===== config.mk =====
export PLATFORM = sky130hd
export DESIGN_NAME = range_count_monitor
export DESIGN_NICKNAME = d
export VERILOG_FILES = /design/src/rtl/range_mon_pkg.sv /design/src/rtl/range_step_classify.sv /design/src/rtl/range_count_monitor.sv
export SDC_FILE = /design/constraint.sdc
export NUM_CORES = 1
export LEC_CHECK = 0
export ABC_AREA = 1
export CAP_MARGIN = 40
export CORE_MARGIN = 2
export CORE_UTILIZATION = 45
export DETAILED_ROUTE_END_ITERATION = 12
export GPL_TIMING_DRIVEN = 0
export PLACE_DENSITY = 0.79
export SLEW_MARGIN = 30
export SYNTH_ARGS = -nofsm -noshare
export SYNTH_HDL_FRONTEND = slang
export SYNTH_HIERARCHICAL = 1
export SYNTH_SLANG_ARGS = --single-unit

===== constraint.sdc =====
create_clock -name clk -period 5.3 [get_ports clk]
set_input_delay 0.795 -clock clk [delete_from_list [all_inputs] [get_ports clk]]
set_output_delay 0.795 -clock clk [all_outputs]
set_load 0.02 [all_outputs]

===== src/rtl/range_mon_pkg.sv =====
// Shared types and default range bounds for the range counter and its monitor.
// The counter block and the monitor must agree on LO/HI, so the defaults live here.
package range_mon_pkg;

    localparam int RANGE_LO_DEFAULT = 10;
    localparam int RANGE_HI_DEFAULT = 40;

    typedef enum logic [1:0] {
        EMPTY,
        SYNC,
        UP,
        DN
    } mon_state_e;

    typedef enum logic [3:0] {
        C_NONE,
        C_ERR,
        C_FIRST,
        C_WUP,
        C_WDN,
        C_UP,
        C_DN,
        C_HOLD,
        C_JUMP
    } step_class_e;

    typedef struct packed {
        logic step_up;
        logic step_dn;
        logic wrap_up;
        logic wrap_dn;
        logic hold;
        logic jump;
        logic reversal;
        logic range_err;
    } mon_pulse_t;

endpackage


===== src/rtl/range_step_classify.sv =====
// Pure combinational decode of one observed counter step into a step class.
// Checks are ordered so that the first matching rule wins.
module range_step_classify
    import range_mon_pkg::*;
#(
    parameter int WIDTH = 8,
    parameter int LO    = RANGE_LO_DEFAULT,
    parameter int HI    = RANGE_HI_DEFAULT
) (
    input  logic [WIDTH-1:0] prev,
    input  logic [WIDTH-1:0] cur,
    input  logic             has_prev,
    output step_class_e      step_class
);

    localparam logic [WIDTH-1:0] LO_V    = WIDTH'(LO);
    localparam logic [WIDTH-1:0] HI_V    = WIDTH'(HI);
    localparam logic [WIDTH:0]   ONE_EXT = (WIDTH + 1)'(1);

    logic [WIDTH:0] curExt;
    logic [WIDTH:0] prevPlus;
    logic [WIDTH:0] prevMinus;

    // One extra bit keeps prev+1 / prev-1 from aliasing at the ends of the bus.
    always_comb begin
        curExt    = {1'b0, cur};
        prevPlus  = {1'b0, prev} + ONE_EXT;
        prevMinus = {1'b0, prev} - ONE_EXT;
    end

    always_comb begin
        step_class = C_JUMP;
        if ((cur < LO_V) || (cur > HI_V)) begin
            step_class = C_ERR;
        end else if (!has_prev) begin
            step_class = C_FIRST;
        end else if ((prev == HI_V) && (cur == LO_V)) begin
            step_class = C_WUP;
        end else if ((prev == LO_V) && (cur == HI_V)) begin
            step_class = C_WDN;
        end else if (curExt == prevPlus) begin
            step_class = C_UP;
        end else if (curExt == prevMinus) begin
            step_class = C_DN;
        end else if (cur == prev) begin
            step_class = C_HOLD;
        end
    end

endmodule


===== src/rtl/range_count_monitor.sv =====
// Observes a range up/down counter and reports direction, step events,
// range errors and a saturating wrap count, all from registered outputs.
module range_count_monitor
    import range_mon_pkg::*;
#(
    parameter int WIDTH = 8,
    parameter int LO    = RANGE_LO_DEFAULT,
    parameter int HI    = RANGE_HI_DEFAULT,
    parameter int WCW   = 16
) (
    input  logic             clk,
    input  logic             rst,
    input  logic [WIDTH-1:0] count_in,
    input  logic             sample,
    output logic             dir,
    output logic             locked,
    output logic             step_up,
    output logic             step_dn,
    output logic             wrap_up,
    output logic             wrap_dn,
    output logic             hold,
    output logic             jump,
    output logic             reversal,
    output logic             range_err,
    output logic [WCW-1:0]   wrap_cnt
);

    localparam logic [WCW-1:0] WRAP_ONE = WCW'(1);

    mon_state_e       state_q, state_d;
    logic [WIDTH-1:0] prev_q, prev_d;
    logic             dir_q, dir_d;
    logic             locked_q, locked_d;
    mon_pulse_t       pulse_q, pulse_d;
    logic [WCW-1:0]   wrap_cnt_q, wrap_cnt_d;
    step_class_e      stepClass;

    range_step_classify #(
        .WIDTH (WIDTH),
        .LO    (LO),
        .HI    (HI)
    ) u_classify (
        .prev       (prev_q),
        .cur        (count_in),
        .has_prev   (state_q != EMPTY),
        .step_class (stepClass)
    );

    // An out-of-range sample drops the reference but keeps prev untouched.
    always_comb begin
        state_d    = state_q;
        prev_d     = prev_q;
        pulse_d    = '0;
        wrap_cnt_d = wrap_cnt_q;
        if (sample) begin
            case (stepClass)
                C_ERR: begin
                    pulse_d.range_err = 1'b1;
                    state_d           = EMPTY;
                end
                C_FIRST: begin
                    prev_d  = count_in;
                    state_d = SYNC;
                end
                C_WUP: begin
                    pulse_d.wrap_up = 1'b1;
                    prev_d          = count_in;
                    state_d         = UP;
                end
                C_WDN: begin
                    pulse_d.wrap_dn = 1'b1;
                    prev_d          = count_in;
                    state_d         = DN;
                end
                C_UP: begin
                    pulse_d.step_up = 1'b1;
                    prev_d          = count_in;
                    state_d         = UP;
                end
                C_DN: begin
                    pulse_d.step_dn = 1'b1;
                    prev_d          = count_in;
                    state_d         = DN;
                end
                C_HOLD: begin
                    pulse_d.hold = 1'b1;
                    prev_d       = count_in;
                end
                C_JUMP: begin
                    pulse_d.jump = 1'b1;
                    prev_d       = count_in;
                    state_d      = SYNC;
                end
                default: begin
                end
            endcase
        end
        pulse_d.reversal = ((state_q == UP) && (state_d == DN)) ||
                           ((state_q == DN) && (state_d == UP));
        if ((pulse_d.wrap_up || pulse_d.wrap_dn) && (wrap_cnt_q != '1)) begin
            wrap_cnt_d = wrap_cnt_q + WRAP_ONE;
        end
        dir_d    = (state_d == UP);
        locked_d = (state_d == UP) || (state_d == DN);
    end

    always_ff @(posedge clk) begin
        if (rst) begin
            state_q    <= EMPTY;
            prev_q     <= '0;
            dir_q      <= 1'b0;
            locked_q   <= 1'b0;
            pulse_q    <= '0;
            wrap_cnt_q <= '0;
        end else begin
            state_q    <= state_d;
            prev_q     <= prev_d;
            dir_q      <= dir_d;
            locked_q   <= locked_d;
            pulse_q    <= pulse_d;
            wrap_cnt_q <= wrap_cnt_d;
        end
    end

    assign dir       = dir_q;
    assign locked    = locked_q;
    assign step_up   = pulse_q.step_up;
    assign step_dn   = pulse_q.step_dn;
    assign wrap_up   = pulse_q.wrap_up;
    assign wrap_dn   = pulse_q.wrap_dn;
    assign hold      = pulse_q.hold;
    assign jump      = pulse_q.jump;
    assign reversal  = pulse_q.reversal;
    assign range_err = pulse_q.range_err;
    assign wrap_cnt  = wrap_cnt_q;

endmodule

After elaboration in Yosys (flattened, before gate mapping)
Cells that the tools add are included.
- logic and storage cells: 72
- flip-flop bits (word level): 36
- output and inout bits: 26
- input bits: 11
- add/subtract/negate cells: 3
- order comparisons: 2
- bitwise logic cells: 1
- mux-type cells: 17
- reductions and logical operators: 16
- eq/ne operators: 20
- operator list (operator ; count):
    $mux W4 ; 8
    $eq A8 B9 Y1 ; 2
    $add A16 B1 Y16 const B ; 1
    $eq A4 B3 Y1 const B ; 4
    $eq A8 B4 Y1 const B ; 2
    $eq A8 B6 Y1 const B ; 2
    $ne A16 B16 Y1 const B ; 1
    $add A8 B1 Y9 const B ; 1
    $sub A8 B1 Y9 const B ; 1
    $eq A2 B2 Y1 const B ; 4
    $eq A4 B2 Y1 const B ; 2
    $eq A8 B8 Y1 ; 1
    $gt A8 B6 Y1 const B ; 1
    $lt A8 B4 Y1 const B ; 1
    $pmux W2 S4 ; 1
    $reduce_or A2 Y1 ; 4
    $mux W1 ; 7
    $reduce_or A7 Y1 ; 1
    $logic_and A1 B1 Y1 ; 5
    $eq A4 B1 Y1 const B ; 1
    $eq A4 B4 Y1 const B ; 1
    $logic_or A1 B1 Y1 ; 4
    $mux W2 ; 1
    $reduce_and A2 Y1 ; 1
    2 further kinds ; 2

Logic depth before layout (Yosys ltp)
Gate-level depths: netlist of the first run.
- depth in word-level cells: 15
- mapped depth: 23
- gate-level depth less buffers: 23

By module
Netlist of the first run, hierarchy kept.
- modules (own cells, without submodules) (module ; area each (um2) ; cells an instance ; seq. area each (um2) ; instances):
    range_count_monitor ; 1783.0 ; 263 ; 720.7 ; 1
    range_step_classify ; 858.3 ; 197 ; 0.0 ; 1

Least setup slack after synthesis of the first run
No wires, ideal clock.
- path kind: register -> register
- from: register prev_q[0]
- to: register wrap_cnt_q[4], in the netlist wrap_cnt[4]
- path slack: 2.727 ns
- arrival time: 2.504 ns
- required time: 5.231 ns
- library setup time: 0.069 ns
- cell stages (with the launch flop): 23
- period minus slack after synthesis: 2.573 ns
- buffers on the path: 1
- cells stage by stage: dfxtp_1 > inv_2 > ha_1 > inv_1 > nand2_1 > nand2_1 > nand2_1 > nor2_1 > nand2_1 > nor2_1 > nand2_1 > nand2_1 > nor2_1 > nor2_1 > inv_1 > nor2_4 > nand3_1 > nand2_2 > o21ai_4 > inv_2 > buf_6 > nand2_1 > a21oi_2
- word-level cells in the longest chain between the ends: 13
- elaborated cells between the ends (all ways): 23
- classes of those cells: 2 x add/sub; 7 x eq/ne; 10 x mux; 4 x reduce/logical
- RTL lines (item ; line ; source):
    start: declaration ; range_count_monitor.sv:31 ; logic [WIDTH-1:0] prev_q, prev_d;
    start signal: assignment ; range_count_monitor.sv:117 ; prev_q <= prev_d;
    $sub A8 B1 Y9 / $eq A8 B8 Y1 (equally long branches) ; range_step_classify.sv:28, range_step_classify.sv:45 ;
    $eq A8 B9 Y1 / $mux W4 (equally long branches) ; range_step_classify.sv:43, range_step_classify.sv:45 ;
    $mux W4 ; range_step_classify.sv:43 ; end else if (curExt == prevMinus) begin
    $mux W4 ; range_step_classify.sv:41 ; end else if (curExt == prevPlus) begin
    $mux W4 ; range_step_classify.sv:39 ; end else if ((prev == LO_V) && (cur == HI_V)) begin
    $mux W4 (*) ; range_step_classify.sv:37 ; end else if ((prev == HI_V) && (cur == LO_V)) begin
    $mux W4 (*) ; range_step_classify.sv:35 ; end else if (!has_prev) begin
    $mux W4 (*) ; range_step_classify.sv:33 ; if ((cur < LO_V) || (cur > HI_V)) begin
    net stepClass[2] ; range_count_monitor.sv:36 ; step_class_e stepClass;
    $eq A4 B2 Y1 / $eq A4 B3 Y1 (equally long branches) ; range_count_monitor.sv:56 ; case (stepClass)
    $mux W1 ; range_count_monitor.sv:56 ;
    $mux W4 (*) ; range_count_monitor.sv:55 ; if (sample) begin
    $logic_or A1 B1 Y1 (*) ; range_count_monitor.sv:100 ; if ((pulse_d.wrap_up || pulse_d.wrap_dn) && (wrap_cnt_q != '1)) begin
    $logic_and A1 B1 Y1 (*) ; range_count_monitor.sv:100 ;
    end signal: assignment ; range_count_monitor.sv:121 ; wrap_cnt_q <= wrap_cnt_d;
    end: declaration ; range_count_monitor.sv:35 ; logic [WCW-1:0] wrap_cnt_q, wrap_cnt_d;
The timed path passes the listed nets; every way through them passes the cells marked *.
A chain may end at the register's enable or synchronous reset.

Final worst setup path of the first run
- from: input port count_in[2]
- to: register wrap_cnt_q[3], in the netlist wrap_cnt[3]
- word-level cells in the longest chain between the ends: 13
- elaborated cells between the ends (all ways): 24
- classes of those cells: 2 x order compare; 7 x eq/ne; 10 x mux; 5 x reduce/logical
- RTL lines (item ; line ; source):
    start: declaration ; range_count_monitor.sv:13 ; input logic [WIDTH-1:0] count_in,
    $eq A8 B8 Y1 ; range_step_classify.sv:45 ; end else if (cur == prev) begin
    $mux W4 ; range_step_classify.sv:45 ;
    $mux W4 ; range_step_classify.sv:43 ;
    $mux W4 ; range_step_classify.sv:41 ;
    $mux W4 ; range_step_classify.sv:39 ;
    $mux W4 ; range_step_classify.sv:37 ;
    $mux W4 ; range_step_classify.sv:35 ;
    $mux W4 (*) ; range_step_classify.sv:33 ;
    net stepClass[2] ; range_count_monitor.sv:36 ;
    $eq A4 B2 Y1 / $eq A4 B3 Y1 (equally long branches) ; range_count_monitor.sv:56 ;
    $mux W1 ; range_count_monitor.sv:56 ;
    $mux W4 (*) ; range_count_monitor.sv:55 ;
    $logic_or A1 B1 Y1 (*) ; range_count_monitor.sv:100 ;
    $logic_and A1 B1 Y1 (*) ; range_count_monitor.sv:100 ;
Marks and branches as above.

==> impl_metrics.yaml, run 1 <==
synth:
  synth_nets: 475
  ys_warn_count: 6
  synth_area_per_cell_um2: 5.74
  synth_area_leaders: "dfxtp_1 (27%), nand2_1 (23%), nor2_1 (12%)"
  yosysTopAreaCell: "dfxtp_1"
  yosys.area.top_type_share_pct: 27.3
  synth-seq-cells: 36
  synth_cell_types: 32
  seq_area_frac_synth_pct: 27.3
  synthesis.area_um2: 2640
  synth_cells: 460
sta:
  worstMarginPinSlew_ns: 0.604
  rsz0062_at_grt: "false"
  setup_viol: 0
  clock_skew_ns: 0.00781
  slew_violations: 0
  holdWs_ns: 0.486
  max_freq_mhz: 302
  post-route-period-util_pct: 62.4
  max_slew_margin_pct: 59.7
  timing.final.hold_violations: 0
  tns_ns: 0
  final.min_clock_period_ns: 3.31
route:
  vias_per_cell: 5.01
  first_pass_iters: 5
  ant_nets: 0
  routedWlPerCell_um: 11.3
  via_count: 2880
  routed_wirelength_mm: 6.50
  remaining_drc_errors: 0
  drt_iter0_drc: 188
cts:
  cts_buffer_depth: 2
  cts_tree: "yes"
  cts.repair.resized: 0
  clk_latency_ns: 0.30
  ctsHtreeMaxLevel: 2
  cts_buffers: 5
  clk_pin_slew_ns: 0.07
  hold_buffers: 0
  post_cts_buffers: 0
  cts-root-buf: "clkbuf_8"
  cts.sinks: 36
floorplanning:
  dieArea_um2: 6500
  die_y_um: 80.6
  core_um2: 5570
  die_w_um: 80.6
  start_util_pct: 47.4
  rows: 27
  io_pins: 37
cells_and_area:
  layout_commonest_cell: "nand2_1"
  regArea_um2: 721
  final_nets: 517
  diodes: 0
  fillerInstances: 573
  drive_gt1_share_pct: 6.96
  most-common-layout-cells: "nand2_1 (163), nor2_1 (86), inv_1 (52)"
  multiInputGateArea_um2: 1650
  area_growth_pct: 20.7
grt:
  antenna_found_initial: 0
  grt_usage_pct: 21.5
  grt.overflow.total: 0
  grt_pass1_vias: 2527
  grt_max_degree: 12
  grt_first_pass_wirelength_mm: 11.0
min_path:
  hold_depth: 2
  min_to: "prev_q[4]"
  hp-start: "prev_q[4]"
  holdCritPathClass: "reg2reg"
pwr:
  power_density_nw_per_um2: 199
  p_leak_nw: 1.43
  irDropWorstVdd_uv: 240
  total_power_w: 0.000635
worst_setup_path:
  crit_type: "in2reg"
  start_kind: "primary input"
  reg2reg_depth: 22
  required_ns: 5.52
  critPathMaxFanout: 10
  reg2reg_slack_ns: 2.16
  worstPathArrival_ns: 3.53
  r2r_start: "prev_q[0]"
  critPathCaptureType: "flip-flop"
  r2r_end: "wrap_cnt[3]"
place:
  dp_hpwl_mm: 5.07
  routabilityCongestion: 0.947
  numPortBuffers: 35
job:
  max_cap_violations: 0
run_status:
  outcome: "completed"
[layout make-up]
class,instances,share of cell area (%)
plain buffers,8,1.80
clock inverters,2,1.10
inverters,56,6.63
clock buffers,6,2.28
flip-flops and latches,36,22.6
repair buffers,35,11.0
well taps,72,2.82
multi-input cells,360,51.8
[report_power, final]
group          switching, W  total (W)  internal [W]  leakage (nW)
Clock              0.000102   0.000242      0.000140        0.0552
Combinational     0.0000705   0.000111     0.0000408          1.08
Sequential       0.00000679   0.000282      0.000275         0.291
Total              0.000180   0.000635      0.000456          1.43
[Yosys cell counts]
| cell | count |
|---|---|
| nand3_1 | 33 |
| nor3_2 | 1 |
| a21boi_1 | 1 |
| buf_6 | 3 |
| clkbuf_1 | 3 |
| a21oi_1 | 8 |
| inv_2 | 3 |
| o21ai_4 | 1 |
| nor2_4 | 3 |
| inv_1 | 52 |
| nor2_1 | 86 |
| xor2_1 | 4 |
| nand3b_1 | 1 |
| nand2_1 | 163 |
| buf_2 | 1 |
| nand4_1 | 9 |
| a21boi_0 | 1 |
| nand2_2 | 3 |
| ha_1 | 4 |
| or2_2 | 1 |
| xnor2_1 | 4 |
| o21ai_0 | 18 |
| a21oi_2 | 6 |
| o21bai_1 | 2 |
| a22oi_1 | 1 |
| nor3_1 | 5 |
| clkinv_2 | 1 |
| dfxtp_1 | 36 |
| nor2_2 | 3 |
| buf_4 | 1 |
| o211ai_1 | 1 |
| nand2_4 | 1 |
[cell families (layout without fill, tap and decap cells)]
group	count (synthesis)	in the layout	synth area share (%)
AOI/OAI and AO/OA	39	39	9.24
and+or+nand+nor	309	309	48.7
buffers and inverters	64	107	10.2
xor gates and xnor gates	8	8	2.65
adders and majority gates	4	4	1.89
DFF	36	36	27.3
[metal layers]
| layer | wire length, µm | track usage, % |
|---|---|---|
| met5 | 0 | 0 |
| met1 | 3010 | 28.0 |
| met3 | 386 | 3.82 |
| met4 | 85 | 7.29 |
| met2 | 3020 | 35.5 |
[how the worst max path moves through the flow]
stage / cells past startpoint / slack [ns] / endpoint / startpoint
4_1_cts: 22 / 2.02 / wrap_cnt[6] / count_in[2]
2_1_floorplan: 22 / 2.73 / wrap_cnt[4] / prev_q[0]
5_1_grt: 22 / 1.62 / wrap_cnt[6] / count_in[2]
3_3_place_gp: 22 / 1.80 / wrap_cnt[4] / count_in[2]
3_5_place_dp: 22 / 1.71 / wrap_cnt[6] / count_in[2]
6_report: 22 / 1.99 / wrap_cnt[3] / count_in[2]
[registers in the layout, indices dropped and copies added (netlist names)]
signal     flops
wrap_dn        1
jump           1
step_dn        1
prev_q         8
wrap_up        1
step_up        1
range_err      1
dir            1
hold           1
locked         1
reversal       1
wrap_cnt      16
state_q        2
[worst max-delay path: stages]
cell             delay (ns)
clkdlybuf4s50_1        0.59
inv_1                  0.09
nand2_1                0.10
nand2_1                0.07
nand2_1                0.06
nand2_1                0.05
inv_1                  0.05
nand2_1                0.05
nor2_1                 0.20
nand2_1                0.10
nand2_1                0.07
nor2_1                 0.05
nor2_1                 0.21
inv_1                  0.11
nor2_4                 0.14
nand3_1                0.13
nand2_2                0.14
o21ai_4                0.10
inv_2                  0.11
buf_6                  0.15
nand2_1                0.06
a21oi_1                0.12
[per-stage QoR]
step,utilization [%],setup WS (ns),cells,area (µm²)
after global placement,55.3,1.80,567,3080
after global routing,57.2,1.62,575,3190
after floorplan,-,2.73,460,2640
final,57.2,1.99,575,3190
after detailed placement,55.3,1.71,567,3080
after CTS,57.2,2.02,575,3190
(Power assumes the default switching activity.)
==> run 2, diff against run 1 <==
- clock period: 5.3 -> 3.1 ns (I/O delays scaled with it)
==> run 2 against run 1 <==
Final area grew 1.6%; clock power grew 71%; via count grew 1.9%; first-iteration DRC count grew 28%; hold slack is essentially flat; sequential share of layout area shrank 0.12 points; largest cell class unchanged; largest power group unchanged.
==> impl_metrics.yaml, run 2 (synthesis gave the netlist of run 1 again) <==
sta:
  setup_viol: 0
  worstMarginPinSlew_ns: 0.623
  post-route-period-util_pct: 89.6
  clock_skew_ns: 0.00728
  slew_violations: 0
  timing.final.hold_violations: 0
  final.min_clock_period_ns: 2.78
  max_freq_mhz: 360
  rsz0062_at_grt: "false"
  tns_ns: 0
  max_slew_margin_pct: 58.5
route:
  routedWlPerCell_um: 11.4
  routed_wirelength_mm: 6.60
  ant_nets: 0
  first_pass_iters: 4
  vias_per_cell: 5.09
  drt_iter0_drc: 241
  via_count: 2936
  remaining_drc_errors: 0
pwr:
  switchingPower_w: 0.000310
  power.internal_w: 0.000779
  switching_share_pct: 28.4
  p_leak_nw: 1.45
  irDropWorstVdd_uv: 413
  seq_power_share_pct: 44.3
  combPwrFrac_pct: 17.7
  power_density_nw_per_um2: 336
  pwr-share-clk_pct: 38.0
cells_and_area:
  final_nets: 519
  layout_commonest_cell: "nand2_1"
  largest_reg_flops: 16
  area_growth_pct: 22.6
  diodes: 0
  drive_gt1_share_pct: 9.11
  fin_area_um2: 3240
  most-common-layout-cells: "nand2_1 (163), nor2_1 (83), inv_1 (51)"
floorplanning:
  rows: 27
  io_pins: 37
  die_w_um: 80.6
  die_y_um: 80.6
  dieArea_um2: 6500
  core_um2: 5570
  start_util_pct: 47.4
worst_setup_path:
  cp_cell_sequence: "clkdlybuf4s50_1 > nand2_1 > nand2_1 > nand2_1 > nor2_1 > nand2_1 > nor2_2 > nand2_1 > nand2_1 > nor2_1 > nor2_2 > inv_1 > nor2_4 > nand3_2 > nand2_2 > o21ai_4 > inv_2 > buf_6 > nand2_1 > a21oi_2"
  worstPathArrival_ns: 3.01
  critPathMaxFanout: 10
  cpMostUsedCell: "nand2_1"
  max_stage_delay_ns: 0.63
  critPathCaptureType: "flip-flop"
  crit_buf_inv: 4
  crit_family: "simple AND/OR/NAND/NOR gates"
  start_kind: "primary input"
  cp_slowest_cell: "clkdlybuf4s50_1"
  crit_type: "in2reg"
  required_ns: 3.33
cts:
  clk_latency_ns: 0.30
  clk_pin_slew_ns: 0.08
  hold_buffers: 0
  cts-root-buf: "clkbuf_8"
  cts.sinks: 36
  ctsHtreeMaxLevel: 2
  cts_buffer_depth: 2
  cts_tree: "yes"
  cts_buffers: 5
grt:
  grt_max_degree: 12
  grt_first_pass_wirelength_mm: 11.0
  grt.overflow.total: 0
  antenna_found_initial: 0
  grt_usage_pct: 21.5
  grt_pass1_vias: 2536
min_path:
  holdCritPathClass: "reg2reg"
place:
  dpl_cell_area_um2: 3080
  numPortBuffers: 35
  dp_hpwl_mm: 5.07
  routabilityCongestion: 0.947
run_status:
  outcome: "completed"
job:
  max_cap_violations: 0
## run 2: cell types whose count changed in the layout (fill, tap and decap cells not counted), sizes merged
| cell | delta |
|---|---|
| buf | +2 |
| clkdlybuf4s50 | -2 |
| dlymetal6s2s | +2 |
## run 2: layout make-up
type	instances	area, µm²
multi-input combinational	360	1670
inverter	56	211
buffer	8	57.6
clock inverter	2	35.0
sequential	36	728
tap	72	90.1
clock buffer	6	72.6
timing repair buffer	37	370
fill	563	2330
## run 2: routing by layer
metal  routed length, µm  global-route usage (%)  vias to the layer above
met1                3050                    27.9                     1313
met4                 125                    7.63                        0
li1                    -                       -                     1520
met3                 339                    3.82                       12
met5                   0                       0                        -
met2                3080                    35.4                       91
## run 2: stage by stage
| step | util (%) | setup slack [ns] | hold WS, ns | power (W) | instances |
|---|---|---|---|---|---|
| floorplan | - | 0.527 | 0.449 | 0.000625 | 460 |
| global placement | 55.3 | -0.0694 | 0.461 | 0.000677 | 567 |
| detailed placement | 55.3 | -0.156 | 0.474 | 0.000681 | 567 |
| CTS | 57.3 | 0.122 | 0.492 | 0.00110 | 575 |
| global route | 58.1 | 0.0604 | 0.530 | 0.00115 | 577 |
| finish | 58.1 | 0.324 | 0.487 | 0.00109 | 577 |
## run 2: worst paths after layout
path	depth (start not counted)	endpoint	start	slack (ns)
max	20	wrap_cnt[6]	count_in[1]	0.32
min	2	prev_q[4]	prev_q[4]	0.49
max reg2reg	22	wrap_cnt[6]	prev_q[0]	0.32
min reg2reg	2	prev_q[4]	prev_q[4]	0.49
## run 2: what timing repair did
item,CTS,global route
endpoints found under the setup margin,2,23
pin swaps,0,2
setup buffers,0,2
resized for setup,2,11
gates cloned,0,0
## run 2: power groups by stage
stage	Combinational (W)	Clock (W)	Sequential [W]
final	0.000193	0.000414	0.000482
after global routing	0.000219	0.000446	0.000483
after CTS	0.000189	0.000425	0.000483
after detailed placement	0.000188	0	0.000493
after global placement	0.000184	0	0.000493
after floorplan	0.000131	0	0.000494
## run 2: tightest hold or removal path, delay by kind of cell (launching register included)
kind | cells | cell delay [ns]
AND/OR/NAND/NOR | 2 | 0.13
flip-flops | 1 | 0.33
==> run 3, diff against run 2 <==
- GPL_ROUTABILITY_DRIVEN: unset -> 0
==> run 3 against run 2 <==
Count of clock-buffer cells in the layout decreased by 1; clock power down 23%; final cell count down 0.17%; clock skew fell by 0.0012 ns; final area is 1.1% lower; via count is 1.2% lower; setup slack got worse by 0.094 ns; hold slack about the same.
==> impl_metrics.yaml, run 3 (synthesis gave the netlist of run 1 again) <==
route:
  first_pass_iters: 5
  drt_iter0_drc: 193
  remaining_drc_errors: 0
  via_count: 2900
  vias_per_cell: 5.03
  routed_wirelength_mm: 6.52
  routedWlPerCell_um: 11.3
  ant_nets: 0
pwr:
  power_density_nw_per_um2: 310
  irDropWorstVdd_uv: 313
  p_leak_nw: 1.44
worst_setup_path:
  timing.critical_path.from: "count_in[3]"
  cp_cell_sequence: "clkdlybuf4s50_1 > inv_1 > nor2_1 > nand2_1 > nor3_2 > a21boi_0 > nand2_1 > nor2_2 > buf_4 > nor2_2 > nand3_1 > nand2_2 > o21ai_4 > inv_2 > buf_6 > nand2_1 > a21oi_2"
  critPathCapture: "wrap_cnt[5]"
  reg2reg_depth: 22
  r2r_start: "prev_q[0]"
  cp_slowest_cell: "clkdlybuf4s50_1"
  crit_family: "simple AND/OR/NAND/NOR gates"
  crit_cells: 17
  reg2reg_slack_ns: 0.27
  critPathCaptureType: "flip-flop"
  crit_buf_inv: 5
  start_kind: "primary input"
  crit_type: "in2reg"
  r2r_end: "wrap_cnt[5]"
  max_stage_delay_ns: 0.58
  worstPathArrival_ns: 3.09
  cpMostUsedCell: "nand2_1"
  critPathMaxFanout: 10
  required_ns: 3.32
cts:
  cts_buffer_depth: 2
  cts.sinks: 36
  hold_buffers: 0
  clk_latency_ns: 0.28
  cts_tree: "yes"
  clk_pin_slew_ns: 0.07
  ctsHtreeMaxLevel: 2
  cts_buffers: 5
  cts-root-buf: "clkbuf_8"
floorplanning:
  start_util_pct: 47.4
  dieArea_um2: 6500
  rows: 27
  core_um2: 5570
  die_w_um: 80.6
  die_y_um: 80.6
  io_pins: 37
sta:
  setup_viol: 0
  slew_violations: 0
  timing.final.hold_violations: 0
  clock_skew_ns: 0.00609
  holdWs_ns: 0.487
  final.min_clock_period_ns: 2.87
  tns_ns: 0
  worst_slack_ns: 0.230
  max_slew_margin_pct: 55.9
  max_freq_mhz: 348
  worstMarginPinSlew_ns: 0.662
  post-route-period-util_pct: 92.6
min_path:
  hp-start: "prev_q[4]"
  holdCritPathClass: "reg2reg"
grt:
  antenna_found_initial: 0
  grt_max_degree: 12
  grt.overflow.total: 0
  grt_pass1_vias: 2515
  grt_first_pass_wirelength_mm: 10.8
  grt_usage_pct: 20.8
place:
  dp_hpwl_mm: 4.99
  dpl_cell_area_um2: 3080
  place_ws_ns: -0.129
  numPortBuffers: 35
cells_and_area:
  fillerInstances: 562
  layout_commonest_cell: "nand2_1"
  diodes: 0
  area_growth_pct: 21.3
  finish.utilization_pct: 57.5
  drive_gt1_share_pct: 8.73
  largest_reg_flops: 16
  most-common-layout-cells: "nand2_1 (163), nor2_1 (83), inv_1 (51)"
  fin_area_um2: 3200
  final_nets: 519
run_status:
  outcome: "completed"
job:
  max_cap_violations: 0
## run 3: cell types whose count changed in the layout (fill, tap and decap cells not counted), sizes merged
cell,before,now
clkbuf,9,8
bufinv,1,0
clkinvlp,0,1
## run 3: timing repair
item	4_1_cts	5_1_grt
resized for setup	1	10
buffers inserted	0	2
endpoints found under the setup margin	7	27
pin swaps	0	1
## run 3: layout make-up
class                           instances  area (µm²)  area share (%)
Buffer                                  8        57.6            1.80
Clock buffer                            5        68.8            2.15
Clock inverter                          2        12.5           0.391
Inverter                               56         211            6.60
Multi-Input combinational cell        360        1660            52.0
Sequential cell                        36         728            22.7
Tap cell                               72        90.1            2.81
Timing Repair Buffer                   37         370            11.6
## run 3: worst register-to-register path, delay by kind of cell, from the launching register on
kind                     cells  cell delay, ns
AO/OA/AOI/OAI                2            0.21
buffers and inverters        5            0.50
AND/OR/NAND/NOR             14            1.34
adder cells (fa/ha/maj)      1            0.31
flip-flops                   1            0.41
## run 3: worst min path at each step
stage | endpoint | slack (ns) | depth (start not counted)
floorplan | prev_q[5] | 0.45 | 2
global placement | prev_q[5] | 0.46 | 2
detailed placement | prev_q[4] | 0.47 | 2
CTS | prev_q[4] | 0.49 | 2
global route | prev_q[4] | 0.52 | 2
finish | prev_q[4] | 0.49 | 2
## run 3: where the power goes
group / internal, W / switching [W] / total [W]
clock network: 0.000152 / 0.000167 / 0.000319
logic: 0.0000699 / 0.000122 / 0.000192
registers: 0.000470 / 0.0000116 / 0.000482
## run 3: through the flow
stage | power, W | std cells
3_5_place_dp | 0.000680 | 567
2_1_floorplan | 0.000625 | 460
4_1_cts | 0.000996 | 574
5_1_grt | 0.00105 | 576
3_3_place_gp | 0.000677 | 567
6_report | 0.000992 | 576
## run 3: metal layers
metal	GRT usage, %	share of wire, %	vias up
li1	-	-	1513
met1	27.6	47	1300
met2	34.8	47	78
met3	2.92	4.5	9
met4	6.27	1.2	0
met5	0	0	-
